**src/rtl/sar_search_4bit_pkg.sv**
```systemverilog
// rtl/sar_search_4bit_pkg.sv - shared types and constants for the 4-bit SAR search
package sar_pkg;

  localparam int W = 4;
  localparam logic [W-1:0] PROBE_INIT = 4'b1000;

  typedef enum logic [1:0] {
    ST_IDLE = 2'd0,
    ST_WAIT = 2'd1,
    ST_DONE = 2'd2
  } state_t;

  // A comparator answer is trustworthy only when exactly one flag is raised.
  function automatic logic is_one_hot(input logic gt, input logic eq, input logic lt);
    logic ok;
    case ({gt, eq, lt})
      3'b100, 3'b010, 3'b001: ok = 1'b1;
      default:                ok = 1'b0;
    endcase
    return ok;
  endfunction

endpackage

```
**src/rtl/sar_search_4bit_if.sv**
```systemverilog
// rtl/sar_search_4bit_if.sv - control, comparator and result signals of the SAR search
interface sar_search_4bit_if;
  import sar_pkg::*;

  logic           start;
  logic           a_gt_b;
  logic           a_eq_b;
  logic           a_lt_b;
  logic [W-1:0]   probe;
  logic           busy;
  logic           done;
  logic [W-1:0]   result;
  logic           err;
  logic [2:0]     cmp_count;

  // Requester side: launches searches and supplies comparator flags.
  modport master (
    output start, a_gt_b, a_eq_b, a_lt_b,
    input  probe, busy, done, result, err, cmp_count
  );

  // Search engine side.
  modport slave (
    input  start, a_gt_b, a_eq_b, a_lt_b,
    output probe, busy, done, result, err, cmp_count
  );

endinterface

```
**src/rtl/sar_search_4bit.sv**
```systemverilog
// rtl/sar_search_4bit.sv - successive-approximation search for a hidden 4-bit target
module sar_search_4bit
  import sar_pkg::*;
#(
  parameter int CMP_LAT = 1
) (
  input logic           clk,
  input logic           rst,
  sar_search_4bit_if.slave bus
);

  localparam logic [3:0] LAT = 4'(CMP_LAT);

  state_t       state;
  state_t       state_next;
  logic [W-1:0] probe_q;
  logic [W-1:0] result_q;
  logic [1:0]   index_q;
  logic [3:0]   wait_q;
  logic         err_q;
  logic [2:0]   cmp_count_q;

  logic         flags_ok;
  logic         sample;
  logic         finish;
  logic [W-1:0] probe_cleared;
  logic [W-1:0] probe_advanced;
  logic         busy;
  logic         done;

  // Decide what the current flag sample means for the probe.
  always_comb begin
    flags_ok       = is_one_hot(bus.a_gt_b, bus.a_eq_b, bus.a_lt_b);
    sample         = (state == ST_WAIT) && (wait_q <= 4'd1);
    probe_cleared  = probe_q;
    if (bus.a_lt_b) begin
      probe_cleared[index_q] = 1'b0;
    end
    probe_advanced = probe_cleared;
    probe_advanced[index_q - 2'd1] = 1'b1;
    finish         = sample && (!flags_ok || bus.a_eq_b || (index_q == 2'd0));
  end

  // State register.
  always_ff @(posedge clk or posedge rst) begin
    if (rst) begin
      state <= ST_IDLE;
    end else begin
      state <= state_next;
    end
  end

  // Next-state logic; start is only looked at in IDLE.
  always_comb begin
    state_next = state;
    unique case (state)
      ST_IDLE: if (bus.start) state_next = ST_WAIT;
      ST_WAIT: if (finish)    state_next = ST_DONE;
      ST_DONE:                state_next = ST_IDLE;
      default:                state_next = ST_IDLE;
    endcase
  end

  // Status outputs decoded from the state.
  always_comb begin
    busy = 1'b0;
    done = 1'b0;
    unique case (state)
      ST_WAIT: busy = 1'b1;
      ST_DONE: done = 1'b1;
      default: ;
    endcase
  end

  // Probe, settle counter and result bookkeeping.
  always_ff @(posedge clk or posedge rst) begin
    if (rst) begin
      probe_q     <= '0;
      result_q    <= '0;
      index_q     <= 2'd3;
      wait_q      <= 4'd0;
      err_q       <= 1'b0;
      cmp_count_q <= 3'd0;
    end else begin
      unique case (state)
        ST_IDLE: begin
          if (bus.start) begin
            probe_q     <= PROBE_INIT;
            index_q     <= 2'd3;
            wait_q      <= LAT;
            err_q       <= 1'b0;
            cmp_count_q <= 3'd0;
          end
        end
        ST_WAIT: begin
          if (sample) begin
            cmp_count_q <= cmp_count_q + 3'd1;
            if (!flags_ok) begin
              err_q    <= 1'b1;
              result_q <= probe_q;
            end else if (bus.a_eq_b) begin
              result_q <= probe_q;
            end else if (index_q == 2'd0) begin
              probe_q  <= probe_cleared;
              result_q <= probe_cleared;
            end else begin
              probe_q <= probe_advanced;
              index_q <= index_q - 2'd1;
              wait_q  <= LAT;
            end
          end else begin
            wait_q <= wait_q - 4'd1;
          end
        end
        default: ;
      endcase
    end
  end

  assign bus.probe     = probe_q;
  assign bus.result    = result_q;
  assign bus.err       = err_q;
  assign bus.cmp_count = cmp_count_q;
  assign bus.busy      = busy;
  assign bus.done      = done;

endmodule

```
**src/flat_wrapper.sv**
```systemverilog
// flat-port wrapper written by rule: the top's interface ports become plain ports
module sar_search_4bit_flat import sar_pkg::*;
#(
  parameter int CMP_LAT = 1
)
  (clk, rst, bus_start, bus_a_gt_b, bus_a_eq_b, bus_a_lt_b, bus_probe, bus_busy, bus_done, bus_result, bus_err, bus_cmp_count);
  sar_search_4bit_if bus_i ();
  input logic clk;
  input logic rst;
  input wire logic [$bits(bus_i.start)-1:0] bus_start;
  input wire logic [$bits(bus_i.a_gt_b)-1:0] bus_a_gt_b;
  input wire logic [$bits(bus_i.a_eq_b)-1:0] bus_a_eq_b;
  input wire logic [$bits(bus_i.a_lt_b)-1:0] bus_a_lt_b;
  output wire logic [$bits(bus_i.probe)-1:0] bus_probe;
  output wire logic [$bits(bus_i.busy)-1:0] bus_busy;
  output wire logic [$bits(bus_i.done)-1:0] bus_done;
  output wire logic [$bits(bus_i.result)-1:0] bus_result;
  output wire logic [$bits(bus_i.err)-1:0] bus_err;
  output wire logic [$bits(bus_i.cmp_count)-1:0] bus_cmp_count;
  assign bus_i.start = bus_start;
  assign bus_i.a_gt_b = bus_a_gt_b;
  assign bus_i.a_eq_b = bus_a_eq_b;
  assign bus_i.a_lt_b = bus_a_lt_b;
  assign bus_probe = bus_i.probe;
  assign bus_busy = bus_i.busy;
  assign bus_done = bus_i.done;
  assign bus_result = bus_i.result;
  assign bus_err = bus_i.err;
  assign bus_cmp_count = bus_i.cmp_count;
  sar_search_4bit #(.CMP_LAT(CMP_LAT)) u_core (.clk(clk), .rst(rst), .bus(bus_i));
endmodule
```
**config.mk**
```make
export PLATFORM = sky130hd
export DESIGN_NAME = sar_search_4bit_flat
export DESIGN_NICKNAME = d
export VERILOG_FILES = /design/src/rtl/sar_search_4bit_pkg.sv /design/src/rtl/sar_search_4bit_if.sv /design/src/rtl/sar_search_4bit.sv /design/src/flat_wrapper.sv
export SDC_FILE = /design/constraint.sdc
export NUM_CORES = 1
export LEC_CHECK = 0
export BUFFER_PORTS_ARGS = -buffer_cell sky130_fd_sc_hd__buf_2
export CORE_ASPECT_RATIO = 0.7
export CORE_MARGIN = 2
export CORE_UTILIZATION = 25
export CTS_BUF_LIST = sky130_fd_sc_hd__clkbuf_4 sky130_fd_sc_hd__clkbuf_8 sky130_fd_sc_hd__clkbuf_16
export DETAILED_ROUTE_END_ITERATION = 8
export GPL_ROUTABILITY_DRIVEN = 0
export HOLD_SLACK_MARGIN = 0.15
export PLACE_DENSITY = 0.47
export SYNTH_ARGS = -nofsm -noshare
export SYNTH_HDL_FRONTEND = slang
export SYNTH_SLANG_ARGS = --single-unit
```
**constraint.sdc**
```tcl
create_clock -name clk -period 1.75 [get_ports clk]
set_input_delay 0.175 -clock clk [delete_from_list [all_inputs] [get_ports clk]]
set_output_delay 0.175 -clock clk [all_outputs]
set_load 0.02 [all_outputs]
```
After elaboration in Yosys (flattened, before gate mapping)
Index checks and enable logic that the tools add are counted.
- equality and inequality tests: 16
- order comparisons: 5
- bitwise gates (word level): 3
- reductions and logical operators: 18
- mux-type cells: 39
- add/sub/neg operators: 3
- operators with widths (cell ; number):
    4-bit 2-to-1 mux ; 14
    4-bit case mux with 2 select lines ; 2
    2-bit 2-to-1 mux ; 7
    5-bit AND reduction ; 2
    3-bit != test (second input constant) ; 3
    1-bit 2-to-1 mux ; 8
    2-bit != test (second input constant) ; 4
    2-bit case mux with 2 select lines ; 2
    2-bit by 3-bit less-than comparator with 1-bit output (second input constant) ; 2
    3-bit 2-to-1 mux ; 2
    2-bit by 1-bit != test with 1-bit output (second input constant) ; 3
    3-bit case mux with 2 select lines ; 1
    3-bit AND reduction ; 2
    6-bit AND reduction ; 1
    4-bit AND ; 1
    1-bit demux with 2-bit select ; 2
    2-bit by 1-bit greater-or-equal comparator with 1-bit output (second input constant) ; 2
    4-bit by 1-bit less-or-equal comparator with 1-bit output (second input constant) ; 1
    1-bit logical AND ; 4
    2-bit zero test ; 2
    4-bit NOT ; 1
    4-bit OR ; 1
    4-bit AND reduction ; 1
    4-bit by 1-bit subtractor with 4-bit output (second input constant) ; 1
    14 further kinds ; 15
- register bits after elaboration: 20
- output and inout port bits: 14
- word-level logic and storage cells: 91
- input bits: 6

Longest topological paths before layout
Gate-level depths: netlist of the first run.
- word-level depth: 13
- gate-level depth with buffers: 7
- mapped depth without buffers: 6

Worst setup path before layout of the first run
OpenSTA, ideal clock, no wires.
- path kind: register -> register
- from: register u_core.index_q[0]
- to: register u_core.wait_q[3]
- arrival: 1.815 ns
- setup slack: -0.143 ns
- cell stages (with the launch flop): 8
- setup time: 0.078 ns
- path buffers: 1
- period minus slack after synthesis: 1.893 ns
- path through: dfstp_2 -> inv_1 -> ha_1 -> or2_2 -> o2111ai_1 -> buf_2 -> a22oi_1 -> o2bb2ai_1
- cells in the longest elaborated chain, start to end: 3
- ends and longest elaborated chain (element ; RTL line ; text):
    start, declared ; sar_search_4bit.sv:18 ; logic [1:0] index_q;
    start signal, assigned ; sar_search_4bit.sv:108 ; index_q <= index_q - 2'd1;
    2-bit zero test ; sar_search_4bit.sv:103 ; end else if (index_q == 2'd0) begin
    3-bit != test (no line) ; n/a ;
    5-bit AND reduction (no line) ; n/a ;
    end signal, assigned ; sar_search_4bit.sv:112 ; wait_q <= wait_q - 4'd1;
    end, declared ; sar_search_4bit.sv:19 ; logic [3:0] wait_q;
Every way passes these cells.
A chain may end at the register's enable or synchronous reset.

Final worst setup path of the first run
- from: register u_core.index_q[1]
- to: register u_core.result_q[2], in the netlist u_core.bus.result[2]
- cells in the longest elaborated chain, start to end: 10
- ends and longest elaborated chain (element ; RTL line ; text):
    2-bit by 3-bit less-than comparator with 1-bit output (implied by the code) or 2-bit by 1-bit greater-or-equal comparator with 1-bit output (tied branches) ; sar_search_4bit.sv:37 ; probe_cleared[index_q] = 1'b0;
    1-bit logical AND (implied by the code) ; sar_search_4bit.sv:37 ;
    1-bit 2-to-1 mux (implied by the code) ; sar_search_4bit.sv:37 ;
    1-bit demux with 2-bit select ; n/a ;
    4-bit NOT (no line) ; n/a ;
    4-bit AND (no line) ; n/a ;
    4-bit 2-to-1 mux ; sar_search_4bit.sv:36 ; if (bus.a_lt_b) begin
    4-bit 2-to-1 mux ; sar_search_4bit.sv:103 ;
    4-bit 2-to-1 mux ; sar_search_4bit.sv:101 ; end else if (bus.a_eq_b) begin
    4-bit 2-to-1 mux ; sar_search_4bit.sv:98 ; if (!flags_ok) begin
    end signal, assigned ; sar_search_4bit.sv:100 ; result_q <= probe_q;
    end signal, assigned ; sar_search_4bit.sv:102 ; result_q <= probe_q;
    end signal, assigned ; sar_search_4bit.sv:105 ; result_q <= probe_cleared;
    end, declared ; sar_search_4bit.sv:17 ; logic [W-1:0] result_q;
Several ways; a longest one is shown, not always the timed one. The select of a mux whose other input is x is not followed.

==> results.py, run 1 <==
metrics = {
    "cts": {
        "clockBufferDepth": 2,
        "clock_latency_ns": 0.26,
        "numCtsBuffers": 3,
        "cts_max_level": 1,
        "cts.clk_slew.worst_paths_ns": 0.08,
        "cts_root_buffer": "clkbuf_8",
        "cts_tree": "built",
        "clock_sinks": 20,
    },
    "worst_setup_path": {
        "worst_ep_required_time_ns": 1.89,
        "cp_slowest_cell": "dfstp_2",
        "path_class": "reg -> reg",
        "crit_path_end_kind": "register",
        "cp_max_fo": 5,
        "crit_chain": "inv_2 > ha_4 > or2_4 > o2111ai_4 > buf_2 > o21ai_0",
        "arrival_ns": 1.81,
        "worst_setup_path_start_kind": "register",
        "slowest_delay_ns": 0.55,
    },
    "yosys": {
        "synth-seq-cells": 20,
        "synth_top_area_share": 0.401,
        "seq_area_frac_synth": 0.448,
        "yosysWarnings": 0,
        "yosys.area.top_type": "dfrtp_1",
        "synth_cell_types": 40,
        "async_flop_share": 1.00,
        "syn_area_um2": 1120,
        "synthTopCellsByCount": "nand2_1, dfrtp_1, o21ai_0",
        "synth_top_cells_by_area": "dfrtp_1, ha_1, nand2_1",
        "synth.avg_cell_area_um2": 9.44,
        "synth.net_count": 132,
        "synth.most_common_cell": "nand2_1",
        "synth_edf_count": 0,
        "synthCells": 119,
        "synth_ff_type": "dfrtp_1",
    },
    "detailed_routing": {
        "firstDrtPassIters": 5,
        "wire_per_inst_um": 13.3,
        "drtIter0Drc": 18,
        "via_per_inst": 4.66,
        "drc": 0,
        "routed_wl_mm": 2.81,
        "final_antenna_net_count": 0,
        "vias": 987,
    },
    "sta": {
        "rsz0062_at_grt": "no",
        "fin_setup_tns_ns": 0,
        "hold_viol_final": 0,
        "setup_viol": 0,
        "fin_crit_ns": 1.67,
        "relSlewSlack": 0.724,
        "maxSlewViolCount": 0,
        "finalClockSkew_ns": 0.00466,
        "worst_slew_pin_slew_ns": 0.414,
        "fmax_mhz": 597,
        "min_period_over_period": 0.956,
    },
    "layout": {
        "syn2layout_area_growth_pct": 35.5,
        "layout.nets": 171,
        "postLayoutCoreUtil": 0.352,
        "insertedDiodeCount": 0,
        "final_cells": 212,
        "drive_above_1_share": 0.363,
    },
    "grt": {
        "grt_max_degree": 21,
        "grt_pass1_vias": 943,
        "grt_overflow": 0,
        "antenna_found_initial": 0,
        "grt_usage": 0.118,
        "grt_pass1_wl_mm": 4.55,
    },
    "die": {
        "core_area_um2": 4330,
        "ioPinCount": 20,
        "initial_core_util": 0.260,
        "die_y_um": 60.1,
        "die_area_um2": 5060,
        "die_w_um": 84.1,
        "rows": 20,
    },
    "place": {
        "portBuffers": 19,
        "dp.cells": 203,
        "dpl.hpwl_mm": 2.07,
    },
    "outcome": {
        "status": "completed",
    },
    "pwr": {
        "power.density_nw_per_um2": 1780,
        "leakage_nw": 0.717,
        "ir_drop_mv": 0.702,
        "power_w": 0.00272,
    },
    "worst_hold_path": {
        "worstHoldPathType": "in -> reg",
    },
    "flow_run": {
        "drv_cap": 0,
    },
}
## logic make-up after synthesis
| kind of cell | after synthesis | share of synthesized area |
|---|---|---|
| and+or+nand+nor | 42 | 0.188 |
| AOI/OAI and AO/OA | 33 | 0.202 |
| DFF | 20 | 0.448 |
| buffers and inverters | 13 | 0.0501 |
| adders and majority gates | 7 | 0.0779 |
| xor gates and xnor gates | 2 | 0.0156 |
| muxes | 2 | 0.0189 |
## path summary, 6_finish.rpt
| check | slack [ns] | depth (start not counted) | end | start |
|---|---|---|---|---|
| min in group asynchronous | 0.48 | 4 | u_core.wait_q[3] | rst |
| hold / removal | 0.31 | 4 | u_core.bus.probe[3] | bus_a_lt_b |
| setup reg to reg | 0.08 | 6 | u_core.bus.result[2] | u_core.index_q[1] |
| setup / recovery | 0.08 | 6 | u_core.bus.result[2] | u_core.index_q[1] |
| hold reg to reg | 0.48 | 2 | u_core.bus.result[1] | u_core.bus.result[1] |
| max in group asynchronous | 1.00 | 4 | u_core.index_q[0] | rst |
## worst max-delay path, delay by kind of cell, from the launching register on
kind                       cells  cell delay [ns]
AOI/OAI and AO/OA              2             0.37
DFF                            1             0.55
buffers and inverters          2             0.26
adders and majority gates      1             0.15
and+or+nand+nor                1             0.23
## registers in the layout (all words and copies together), names as in the netlist
signal / count
u_core.bus.probe: 4
u_core.bus.result: 4
u_core.wait_q: 4
u_core.bus.cmp_count: 3
u_core.index_q: 2
u_core.state: 2
u_core.bus.err: 1
## stage by stage
| step | cell area [µm²] | worst slack, ns | hold slack [ns] |
|---|---|---|---|
| 2_1_floorplan | 1140 | 0.00300 | 0.137 |
| 3_3_place_gp | 1390 | 0.0333 | 0.218 |
| 3_5_place_dp | 1390 | 0.0143 | 0.224 |
| 4_1_cts | 1460 | 0.0114 | 0.302 |
| 5_1_grt | 1520 | 0.0123 | 0.350 |
| 6_report | 1520 | 0.0762 | 0.306 |
## timing repair
action | 4_1_cts | 5_1_grt
gates cloned | 0 | 1
pin swaps | 0 | 5
resized for setup | 1 | 11
endpoints found under the setup margin | 1 | 10
setup buffers | 0 | 2
endpoints found under the hold margin | 19 | 0
hold buffers | 2 | 0
## report_power, final
part,switching (W),internal [W],leakage [nW],total (W)
logic,0.000905,0.000670,0.439,0.00158
clock network,0.000163,0.000178,0.0262,0.000341
registers,0.000136,0.000663,0.252,0.000799
## metal layers
| metal | vias up | share of wire | global-route usage |
|---|---|---|---|
| li1 | 499 | - | - |
| met1 | 461 | 0.54 | 0.163 |
| met2 | 25 | 0.39 | 0.177 |
| met3 | 2 | 0.060 | 0.0373 |
| met4 | 0 | 0.0050 | 0.0346 |
| met5 | - | 0 | 0 |
## area by class of cell
type,count,area [µm²]
clock buffers,4,48.8
repair buffers,37,236
flip-flops and latches,20,503
fillers,457,2810
well taps,55,68.8
multi-input cells,86,626
inverters,10,40.0
## cells in the final DEF (no fill, tap or decap), drive strengths merged, types with 4 or more instances in the layout
cell | netlist | layout
nand2 | 19 | 19
dfrtp | 18 | 18
nand3 | 5 | 5
a21oi | 5 | 5
nor2 | 4 | 4
inv | 10 | 10
ha | 7 | 7
o21ai | 11 | 11
buf | 2 | 35
clkbuf | 1 | 4
nand2b | 4 | 4
(Power assumes the default switching activity.)
==> inputs of run 2 (changes only) <==
--- a/config.mk
+++ b/config.mk
@@ -6,7 +6,6 @@
 export NUM_CORES = 1
 export LEC_CHECK = 0
 export BUFFER_PORTS_ARGS = -buffer_cell sky130_fd_sc_hd__buf_2
-export CORE_ASPECT_RATIO = 0.7
 export CORE_MARGIN = 2
 export CORE_UTILIZATION = 25
 export CTS_BUF_LIST = sky130_fd_sc_hd__clkbuf_4 sky130_fd_sc_hd__clkbuf_8 sky130_fd_sc_hd__clkbuf_16
==> run 2 against run 1 <==
Clock-buffer cell count stayed put; largest power group unchanged; register-to-register slack got worse by 0.02 ns; combinational power decreased by 11%; critical endpoint is now u_core.wait_q[1]; clock skew increased by 0.0028 ns.
==> results.py, run 2 (synthesis results as in run 1) <==
metrics = {
    "sta": {
        "fin_setup_tns_ns": 0,
        "maxSlewViolCount": 0,
        "fmax_mhz": 590,
        "relSlewSlack": 0.762,
        "worst_slew_pin_slew_ns": 0.357,
        "fin_ws_ns": 0.0560,
        "fin_crit_ns": 1.69,
        "finalClockSkew_ns": 0.00750,
        "rsz0062_at_grt": "yes",
        "hold_viol_final": 0,
        "setup_viol": 0,
        "min_period_over_period": 0.968,
    },
    "pwr": {
        "ir_drop_mv": 0.562,
        "power.density_nw_per_um2": 1720,
        "leakage_nw": 0.705,
        "power_w": 0.00252,
    },
    "layout": {
        "drive_above_1_share": 0.318,
        "final_cell_mix": "nand2_1, buf_2, dfrtp_1, buf_4, o21ai_0",
        "postLayoutCoreUtil": 0.336,
        "insertedDiodeCount": 0,
        "layout.nets": 168,
        "syn2layout_area_growth_pct": 30.3,
    },
    "grt": {
        "grt_pass1_vias": 918,
        "grt_max_degree": 21,
        "grt_usage": 0.108,
        "antenna_found_initial": 0,
        "grt_pass1_wl_mm": 4.28,
        "grt_overflow": 0,
    },
    "cts": {
        "clock_latency_ns": 0.26,
        "cts.clk_slew.worst_paths_ns": 0.08,
        "clockBufferDepth": 2,
        "numCtsBuffers": 3,
        "cts_root_buffer": "clkbuf_8",
        "cts_max_level": 1,
        "cts_tree": "built",
        "post_cts_buffers": 0,
        "clock_sinks": 20,
    },
    "worst_setup_path": {
        "cp_max_fo": 4,
        "path_class": "reg -> reg",
        "crit_chain": "inv_1 > ha_4 > or2_2 > o2111ai_2 > nand2_1 > o2bb2ai_1",
        "slowest_delay_ns": 0.53,
        "arrival_ns": 1.84,
        "cp_slowest_cell": "dfstp_2",
        "crit_path_end_kind": "register",
        "worst_setup_path_start_kind": "register",
        "cp_top_family": "flip-flops",
        "crit_buf_inv": 1,
        "worst_ep_required_time_ns": 1.90,
    },
    "die": {
        "die_area_um2": 5050,
        "die_y_um": 71.0,
        "initial_core_util": 0.258,
        "core_area_um2": 4350,
        "die_w_um": 71.0,
        "rows": 24,
        "ioPinCount": 20,
    },
    "outcome": {
        "status": "completed",
    },
    "detailed_routing": {
        "drc": 0,
        "wire_per_inst_um": 12.0,
        "drtIter0Drc": 34,
        "firstDrtPassIters": 5,
        "final_antenna_net_count": 0,
        "via_per_inst": 4.69,
        "routed_wl_mm": 2.48,
        "vias": 967,
    },
    "place": {
        "dp_slack_ns": 0.0411,
        "portBuffers": 19,
        "dpl.hpwl_mm": 1.94,
    },
    "worst_hold_path": {
        "worstHoldPathType": "in -> reg",
    },
    "flow_run": {
        "drv_cap": 0,
    },
}
run 2: worst reg2reg max path: stages, from the launching register on:
cell	delay [ns]
dfstp_2	0.53
inv_1	0.07
ha_4	0.16
or2_2	0.27
o2111ai_2	0.23
nand2_1	0.17
o2bb2ai_1	0.16
run 2: repair_timing:
item                       CTS  global route
hold buffers                 2             0
hold endpoints to repair    19             0
resized for setup            0             2
setup endpoints to repair    0            13
run 2: worst paths after layout:
| kind | slack [ns] | start | cells after the start | to |
|---|---|---|---|---|
| worst min register to register | 0.47 | u_core.bus.result[3] | 2 | u_core.bus.result[3] |
| min in group asynchronous | 0.48 | rst | 4 | u_core.bus.result[0] |
| worst min-delay path | 0.31 | bus_a_lt_b | 4 | u_core.bus.probe[3] |
| worst max-delay path | 0.06 | u_core.index_q[0] | 6 | u_core.wait_q[1] |
| max in group asynchronous | 0.99 | rst | 4 | u_core.index_q[1] |
| worst max register to register | 0.06 | u_core.index_q[0] | 6 | u_core.wait_q[1] |
run 2: final cells by class:
type | count | area (µm²)
Clock buffer | 4 | 48.8
Timing Repair Buffer | 34 | 213
Multi-Input combinational cell | 86 | 594
Inverter | 10 | 40.0
Fill cell | 447 | 2890
Sequential cell | 20 | 503
Tap cell | 52 | 65.1
run 2: layer usage:
metal / wire (µm) / track usage
met2: 1180 / 0.173
met3: 78 / 0.0214
met5: 0 / 0
met4: 27 / 0.0440
met1: 1190 / 0.143
run 2: per-stage QoR:
step,hold WS [ns],area [µm²],std cells
after global placement,0.217,1380,200
after detailed placement,0.220,1380,200
after CTS,0.300,1450,206
after global routing,0.357,1460,206
final,0.310,1460,206
after floorplan,0.137,1140,119
run 2: power breakdown:
part,leakage (nW),switching [W],internal (W)
clock network,0.0262,0.000151,0.000177
logic,0.426,0.000818,0.000582
registers,0.252,0.000130,0.000662
total,0.705,0.00110,0.00142
